File: config.mk
export PLATFORM = sky130hd
export DESIGN_NAME = carry_select_subtractor_pipe16_flat
export DESIGN_NICKNAME = d
export VERILOG_FILES = /design/src/rtl/carry_select_subtractor_pipe16_if.sv /design/src/rtl/carry_select_subtractor_pipe16.sv /design/src/flat_wrapper.sv
export SDC_FILE = /design/constraint.sdc
export NUM_CORES = 1
export LEC_CHECK = 0
export ABC_CLOCK_PERIOD_IN_PS = 4370
export BUFFER_PORTS_ARGS = -buffer_cell sky130_fd_sc_hd__buf_2
export CAP_MARGIN = 5
export CORE_MARGIN = 3
export CORE_UTILIZATION = 41
export DETAILED_ROUTE_END_ITERATION = 10
export PLACE_DENSITY = 0.69
export SYNTH_ARGS = -nofsm -noshare
export SYNTH_HDL_FRONTEND = slang
export SYNTH_SLANG_ARGS = --single-unit
File: constraint.sdc
create_clock -name clk -period 4.37 [get_ports clk]
set_clock_uncertainty 0.05 [all_clocks]
set_input_delay 0.6555 -clock clk [delete_from_list [all_inputs] [get_ports clk]]
set_output_delay 0.6555 -clock clk [all_outputs]
set_load 0.02 [all_outputs]
File: src/rtl/carry_select_subtractor_pipe16_if.sv
// Valid/ready operand and result channel for the pipelined carry-select subtractor.
// The master drives operands and consumes results; the slave is the subtractor.
interface carry_select_subtractor_pipe16_if #(
  parameter int unsigned WIDTH = 16
);
  logic             in_valid;
  logic             in_ready;
  logic [WIDTH-1:0] A;
  logic [WIDTH-1:0] B;
  logic             Bin;
  logic             out_valid;
  logic             out_ready;
  logic [WIDTH-1:0] diff;
  logic             Bout;
  logic             ovf;

  modport master (
    output in_valid, A, B, Bin, out_ready,
    input  in_ready, out_valid, diff, Bout, ovf
  );

  modport slave (
    input  in_valid, A, B, Bin, out_ready,
    output in_ready, out_valid, diff, Bout, ovf
  );
endinterface

File: src/rtl/carry_select_subtractor_pipe16.sv
// Pipelined subtractor D = A - B - Bin, one carry-select slice resolved per stage.
// Subtraction is done as A + ~B + ~Bin, so the inter-stage carry is an inverted borrow.
module carry_select_subtractor_pipe16 #(
  parameter int unsigned WIDTH = 16,
  parameter int unsigned SLICE = 4
) (
  input logic                            clk,
  input logic                            rst,
  carry_select_subtractor_pipe16_if.slave io
);
  // Requires WIDTH to be a multiple of SLICE and at least two stages.
  localparam int unsigned STAGES = WIDTH / SLICE;
  localparam int unsigned LAST   = STAGES - 1;

  // Both carry-in candidates are formed up front; the registered carry only drives the mux.
  function automatic logic [SLICE:0] csel(input logic [SLICE-1:0] a,
                                          input logic [SLICE-1:0] nb,
                                          input logic             cin);
    logic [SLICE:0] sum0;
    logic [SLICE:0] sum1;
    sum0 = {1'b0, a} + {1'b0, nb};
    sum1 = {1'b0, a} + {1'b0, nb} + {{SLICE{1'b0}}, 1'b1};
    return cin ? sum1 : sum0;
  endfunction

  logic [STAGES-1:0] v;
  logic [STAGES:0]   ready;

  always_comb begin
    ready[STAGES] = io.out_ready;
    for (int i = STAGES - 1; i >= 0; i--) begin
      ready[i] = ~v[i] | ready[i+1];
    end
  end

  assign io.in_ready  = ready[0];
  assign io.out_valid = v[LAST];

  // Stages 0..LAST-1 carry the finished low diff bits plus the still-unprocessed upper operands.
  for (genvar k = 0; k < STAGES - 1; k++) begin : g_stage
    localparam int unsigned IW = WIDTH - k * SLICE;
    localparam int unsigned DW = (k + 1) * SLICE;

    logic [IW-1:0]       src_a;
    logic [IW-1:0]       src_b;
    logic                src_cin;
    logic                src_v;
    logic [SLICE:0]      sum;
    logic [DW-1:0]       nxt_diff;
    logic [IW-SLICE-1:0] a_q;
    logic [IW-SLICE-1:0] b_q;
    logic [DW-1:0]       diff_q;
    logic                cy_q;
    logic                v_q;

    if (k == 0) begin : g_head
      assign src_a    = io.A;
      assign src_b    = io.B;
      assign src_cin  = ~io.Bin;
      assign src_v    = io.in_valid;
      assign nxt_diff = sum[SLICE-1:0];
    end else begin : g_body
      assign src_a    = g_stage[k-1].a_q;
      assign src_b    = g_stage[k-1].b_q;
      assign src_cin  = g_stage[k-1].cy_q;
      assign src_v    = g_stage[k-1].v_q;
      assign nxt_diff = {sum[SLICE-1:0], g_stage[k-1].diff_q};
    end

    assign sum  = csel(src_a[SLICE-1:0], ~src_b[SLICE-1:0], src_cin);
    assign v[k] = v_q;

    always_ff @(posedge clk or posedge rst) begin
      if (rst) begin
        v_q    <= 1'b0;
        cy_q   <= 1'b0;
        a_q    <= '0;
        b_q    <= '0;
        diff_q <= '0;
      end else if (ready[k]) begin
        v_q    <= src_v;
        cy_q   <= sum[SLICE];
        a_q    <= src_a[IW-1:SLICE];
        b_q    <= src_b[IW-1:SLICE];
        diff_q <= nxt_diff;
      end
    end
  end

  // Final stage holds the MSB slice, so borrow-out and signed overflow resolve here.
  logic [SLICE:0]   last_sum;
  logic             last_amsb;
  logic             last_bmsb;
  logic             last_ovf;
  logic             last_v_q;
  logic [WIDTH-1:0] diff_q;
  logic             bout_q;
  logic             ovf_q;

  assign last_sum  = csel(g_stage[LAST-1].a_q, ~g_stage[LAST-1].b_q, g_stage[LAST-1].cy_q);
  assign last_amsb = g_stage[LAST-1].a_q[SLICE-1];
  assign last_bmsb = g_stage[LAST-1].b_q[SLICE-1];
  assign last_ovf  = (last_amsb != last_bmsb) && (last_sum[SLICE-1] != last_amsb);

  always_ff @(posedge clk or posedge rst) begin
    if (rst) begin
      last_v_q <= 1'b0;
      diff_q   <= '0;
      bout_q   <= 1'b0;
      ovf_q    <= 1'b0;
    end else if (ready[LAST]) begin
      last_v_q <= g_stage[LAST-1].v_q;
      diff_q   <= {last_sum[SLICE-1:0], g_stage[LAST-1].diff_q};
      bout_q   <= ~last_sum[SLICE];
      ovf_q    <= last_ovf;
    end
  end

  assign v[LAST] = last_v_q;
  assign io.diff = diff_q;
  assign io.Bout = bout_q;
  assign io.ovf  = ovf_q;
endmodule
File: src/flat_wrapper.sv
// flat-port wrapper written by rule: the top's interface ports become plain ports
module carry_select_subtractor_pipe16_flat 
#(
  parameter int unsigned WIDTH = 16,
  parameter int unsigned SLICE = 4
)
  (clk, rst, io_in_valid, io_A, io_B, io_Bin, io_out_ready, io_in_ready, io_out_valid, io_diff, io_Bout, io_ovf);
  carry_select_subtractor_pipe16_if #(.WIDTH(WIDTH)) io_i ();
  input logic clk;
  input logic rst;
  input wire logic [$bits(io_i.in_valid)-1:0] io_in_valid;
  input wire logic [$bits(io_i.A)-1:0] io_A;
  input wire logic [$bits(io_i.B)-1:0] io_B;
  input wire logic [$bits(io_i.Bin)-1:0] io_Bin;
  input wire logic [$bits(io_i.out_ready)-1:0] io_out_ready;
  output wire logic [$bits(io_i.in_ready)-1:0] io_in_ready;
  output wire logic [$bits(io_i.out_valid)-1:0] io_out_valid;
  output wire logic [$bits(io_i.diff)-1:0] io_diff;
  output wire logic [$bits(io_i.Bout)-1:0] io_Bout;
  output wire logic [$bits(io_i.ovf)-1:0] io_ovf;
  assign io_i.in_valid = io_in_valid;
  assign io_i.A = io_A;
  assign io_i.B = io_B;
  assign io_i.Bin = io_Bin;
  assign io_i.out_ready = io_out_ready;
  assign io_in_ready = io_i.in_ready;
  assign io_out_valid = io_i.out_valid;
  assign io_diff = io_i.diff;
  assign io_Bout = io_i.Bout;
  assign io_ovf = io_i.ovf;
  carry_select_subtractor_pipe16 #(.WIDTH(WIDTH), .SLICE(SLICE)) u_core (.clk(clk), .rst(rst), .io(io_i));
endmodule
### Yosys cells after proc, flatten, opt, wreduce, memory -nomap -nowiden

Index checks and enable logic that the tools add are counted.

| operators by class | value |
|---|---|
| add/subtract/negate cells | 8 |
| eq/ne operators | 2 |
| mux-type cells | 4 |
| bitwise logic cells | 13 |
| reductions and logical operators | 1 |

Operators by type and width:

| kind | count |
|---|---|
| adder 4 x 4 -> 5 bit | 4 |
| adder 5 x 1 -> 5 bit (second input constant) | 4 |
| two-way mux 5 bit | 4 |
| NOT 4 bit | 4 |
| NOT 1 bit | 5 |
| OR 1 bit | 4 |
| inequality test 1 bit | 2 |
| logical AND 1 bit | 1 |

| storage, ports and cells | value |
|---|---|
| flip-flop bits (word level) | 97 |
| output and inout port bits | 20 |
| word-level logic and storage cells | 47 |

### Depth between registers and ports, before layout

| logic depth | value |
|---|---|
| depth after elaboration | 6 |
| mapped depth | 11 |
| mapped depth without buffers | 11 |

### Worst setup path before layout

No wires, ideal clock.

| timing path | value |
|---|---|
| path type | input port to flip-flop |
| from | in io_B[0] |
| to | reg u_core.g_stage[0].cy_q |
| arrival time | 2.085 ns |
| required time | 4.199 ns |
| path slack | 2.114 ns |
| stages | 10 |
| cell sequence | inv_1 > ha_1 > inv_1 > fa_1 > inv_1 > ha_1 > nor2b_1 > and2_1 > nand4_1 > nor3b_1 |

| between the ends | value |
|---|---|
| cells in the longest elaborated chain, start to end | 4 |

Ends and longest elaborated chain:

| what | RTL line | RTL |
|---|---|---|
| from (decl) | flat_wrapper.sv:13 | `input wire logic [$bits(io_i.B)-1:0] io_B;` |
| NOT 4 bit (*) | carry_select_subtractor_pipe16.sv:70 | `assign sum = csel(src_a[SLICE-1:0], ~src_b[SLICE-1:0], src_cin);` |
| adder 4 x 4 -> 5 bit (*) | carry_select_subtractor_pipe16.sv:21, carry_select_subtractor_pipe16.sv:22 |  |
| adder 5 x 1 -> 5 bit | carry_select_subtractor_pipe16.sv:22 | `sum1 = {1'b0, a} + {1'b0, nb} + {{SLICE{1'b0}}, 1'b1};` |
| two-way mux 5 bit (*) | carry_select_subtractor_pipe16.sv:23 | `return cin ? sum1 : sum0;` |
| to (signal assigned) | carry_select_subtractor_pipe16.sv:82 | `cy_q <= sum[SLICE];` |
| to (decl) | carry_select_subtractor_pipe16.sv:53 | `logic cy_q;` |

Every way passes the cells marked *; elsewhere a longest branch is shown, timed or not.
A chain may end at the register's enable or synchronous reset.

### Worst setup path after layout

| timing path | value |
|---|---|
| from | reg u_core.g_stage[1].b_q[0] |
| to | reg u_core.g_stage[2].cy_q |

| between the ends | value |
|---|---|
| cells in the longest elaborated chain, start to end | 4 |

Ends and longest elaborated chain:

| what | RTL line | RTL |
|---|---|---|
| from (decl) | carry_select_subtractor_pipe16.sv:51 | `logic [IW-SLICE-1:0] b_q;` |
| from (signal assigned) | carry_select_subtractor_pipe16.sv:84 | `b_q <= src_b[IW-1:SLICE];` |
| NOT 4 bit (*) | carry_select_subtractor_pipe16.sv:70 |  |
| adder 4 x 4 -> 5 bit (*) | carry_select_subtractor_pipe16.sv:21, carry_select_subtractor_pipe16.sv:22 |  |
| adder 5 x 1 -> 5 bit | carry_select_subtractor_pipe16.sv:22 |  |
| two-way mux 5 bit (*) | carry_select_subtractor_pipe16.sv:23 |  |
| to (signal assigned) | carry_select_subtractor_pipe16.sv:82 |  |
| to (decl) | carry_select_subtractor_pipe16.sv:53 |  |

Marks and branches as above.

==> results.cfg <==
[outcome]
status = finished, final reports clean

[power]
p_sw_share_pct = 33.9
irDropWorstVdd_uv = 276
power.leakage_nw = 2.38
seqPwrFrac_pct = 46.6
p_total_w = 0.00277
power.clock.fraction_pct = 20.5
p_sw_w = 0.000938
pwr-share-comb_pct = 33.0
p_int_w = 0.00183
power-per-cell-area_nw_per_um2 = 544

[sta]
setup_slack_ns = 2.03
fin_setup_tns_ns = 0
maxClockFrequency_mhz = 427
finalMaxSlewViolations = 0
fin_crit_sh_pct = 53.6
setup_viol = 0
fin_crit_ns = 2.34
finalHoldViolations = 0
worstMarginPinSlew_ns = 1.06
slew_headroom_pct = 29.1
rsz0062_at_grt = no

[place]
dp_hpwl_um = 5550
globalplace.congestion = 0.749
dp.cells = 553
io_buffers = 56
dpl_worst_slack_ns = 1.76

[grt]
grt_overflow = 0
antenna_found_initial = 0
grt_pass1_wl_um = 13000
grt_pass1_vias = 2795
grtUsageTotal_pct = 12.9
grt_max_degree = 65

[cells_and_area]
nets = 489
antenna_cells = 0
multi_input_area_um2 = 1880
area_growth_pct = 13.2
final_layout_size_suffix_gt1_share_pct = 32.3
final_cells = 569
n_fill_cell = 953
final_common_cell = dfrtp_1
regArea_um2 = 2430
layout_common_cells = dfrtp_1, mux2_2, buf_2, inv_1, nand2_1
fin_util_pct = 48.4

[cts]
cts_made_buffers = 9
clk_pin_slew_ns = 0.09
htreeDepth = 3
cts_hold_buffers = 0
clk_latency_ns = 0.35
clock_path_buffers = 2
cts_setup_buffers = 0
numClockSinks = 97
cts_tree = built
cts_resized = 0
cts_root_buf = clkbuf_8

[routing]
first_pass_iters = 3
drt_iter0_drc = 60
via_per_inst = 4.84
vias = 2756
drt_wl_total_um = 7560
drtAntennaViolNets = 0
route.detailed.drc = 0
wire_per_inst_um = 13.3

[critical_path]
cp_data_required_time_ns = 4.51
r2r_start = u_core.g_stage[1].b_q[0]
crit_type = reg -> reg
cp_max_fo = 3
endpoint_kind = flop
startpoint = u_core.g_stage[1].b_q[0]
startpoint_type = flop
r2r-end = u_core.g_stage[2].cy_q
reg2reg_slack_ns = 2.03
cp-endpoint = u_core.g_stage[2].cy_q
arrival_ns = 2.49
ff2ff_path_depth = 11

[logic_synthesis]
synth_edf_count = 0
seq_area_frac_synth_pct = 54.0
synthesis.nets = 435
yosysWarningCount = 0
syn_inst = 374
synth_area_per_cell_um2 = 12.0
syn_area_um2 = 4500
yosysUniqueCellTypes = 31
async_flop_share_pct = 100
synth_seq_cells = 97
synth_flop_cell = dfrtp_1

[floorplanning]
die_height_um = 111
start_util_pct = 42.8
rows = 37
core-area_um2 = 10500
fp.dieW_um = 111
io_pins = 57
die_area_um2 = 12300

[flow_run]
cap_violations = 0

[min_path]
hp-class = in -> async
-- area by class of cell --
type                    instances  share of cell area (%)
repair buffers                 59                    5.95
clock buffers                  12                    3.24
well taps                     136                    3.34
multi-input cells             232                    36.9
flip-flops and latches         97                    47.7
inverters                      29                    2.19
clock inverters                 4                   0.664
-- critical path, cell delays in order (launching register included) --
cell and delay, ns:
dfrtp_1 0.37, inv_1 0.08, ha_1 0.18, inv_1 0.06, fa_1 0.48, inv_1 0.08, ha_1 0.17, nand2_1 0.09
nor3_1 0.18, mux2i_1 0.11, xnor2_1 0.25, a21oi_1 0.11
-- flip-flops by register name, summed over array words and instances, names as in the netlist --
name and count:
u_core.io.diff 16, u_core.g_stage.a_q 24, u_core.g_stage.v_q 3, u_core.g_stage.cy_q 3
u_core.g_stage.b_q 24, u_core.io.Bout 1, u_core.g_stage.diff_q 24, u_core.io.out_valid 1
u_core.io.ovf 1
-- synth_stat cells (2+ instances only) --
cell type | number | share of area [%]
a21o_1 | 7 | 1.2
a21oi_1 | 23 | 2.6
buf_2 | 6 | 0.67
clkbuf_1 | 8 | 0.67
dfrtp_1 | 97 | 54
fa_1 | 4 | 1.8
ha_1 | 20 | 5.6
inv_1 | 29 | 2.4
mux2_2 | 58 | 15
mux2i_1 | 5 | 1.1
nand2_1 | 26 | 2.2
nand2b_1 | 3 | 0.42
nand3_1 | 4 | 0.45
nand4_1 | 2 | 0.28
nor2_1 | 20 | 1.7
nor2b_1 | 3 | 0.42
nor3_1 | 4 | 0.45
nor3b_1 | 2 | 0.33
o21ai_0 | 19 | 2.1
xnor2_1 | 17 | 3.3
xor2_1 | 7 | 1.4
-- through the flow --
| step | cell area (µm²) | hold slack [ns] |
|---|---|---|
| global route | 5090 | 0.444 |
| floorplan | 4500 | 0.396 |
| finish | 5090 | 0.378 |
| CTS | 5090 | 0.417 |
| detailed placement | 4890 | 0.414 |
| global placement | 4890 | 0.408 |
-- power groups by stage --
stage,clock [W],combinational [W],sequential (W)
after detailed placement,0,0.000928,0.00131
after CTS,0.000584,0.000933,0.00129
after global placement,0,0.000893,0.00130
after global routing,0.000626,0.00102,0.00133
after floorplan,0,0.000617,0.00136
final,0.000567,0.000913,0.00129
-- kinds of logic (layout without fill, tap and decap cells) --
group                      count (synthesis)  count (layout)  synth area share (%)
AOI/OAI and AO/OA                         51              51                  6.31
muxes                                     64              64                  15.9
xor gates and xnor gates                  24              24                  4.67
adders and majority gates                 24              24                  7.34
DFF                                       97              97                  54.0
and+or+nand+nor                           69              69                  7.51
buffers and inverters                     45             104                  4.31
-- layer usage --
| metal | routed length (µm) | vias up | part of all wire (%) | track usage [%] |
|---|---|---|---|---|
| met1 | 3470 | 1330 | 46 | 16.9 |
| met2 | 3540 | 49 | 47 | 20.4 |
| met5 | 0 | - | 0 | 0 |
| met4 | 147 | 0 | 1.9 | 4.84 |
| li1 | - | 1365 | - | - |
| met3 | 399 | 12 | 5.3 | 3.77 |
-- worst min-delay path by stage --
stage                                   from                        to  slack, ns  cells after the start
finish                                   rst             u_core.io.ovf       0.38                      2
global route                         io_B[5]  u_core.g_stage[0].b_q[1]       0.44                      3
CTS                                      rst             u_core.io.ovf       0.42                      2
detailed placement  u_core.g_stage[1].b_q[7]  u_core.g_stage[2].b_q[3]       0.41                      2
global placement          u_core.io.diff[13]        u_core.io.diff[13]       0.41                      2
floorplan           u_core.g_stage[0].a_q[5]  u_core.g_stage[1].a_q[1]       0.40                      2
Power figures use the tool's default switching activity.
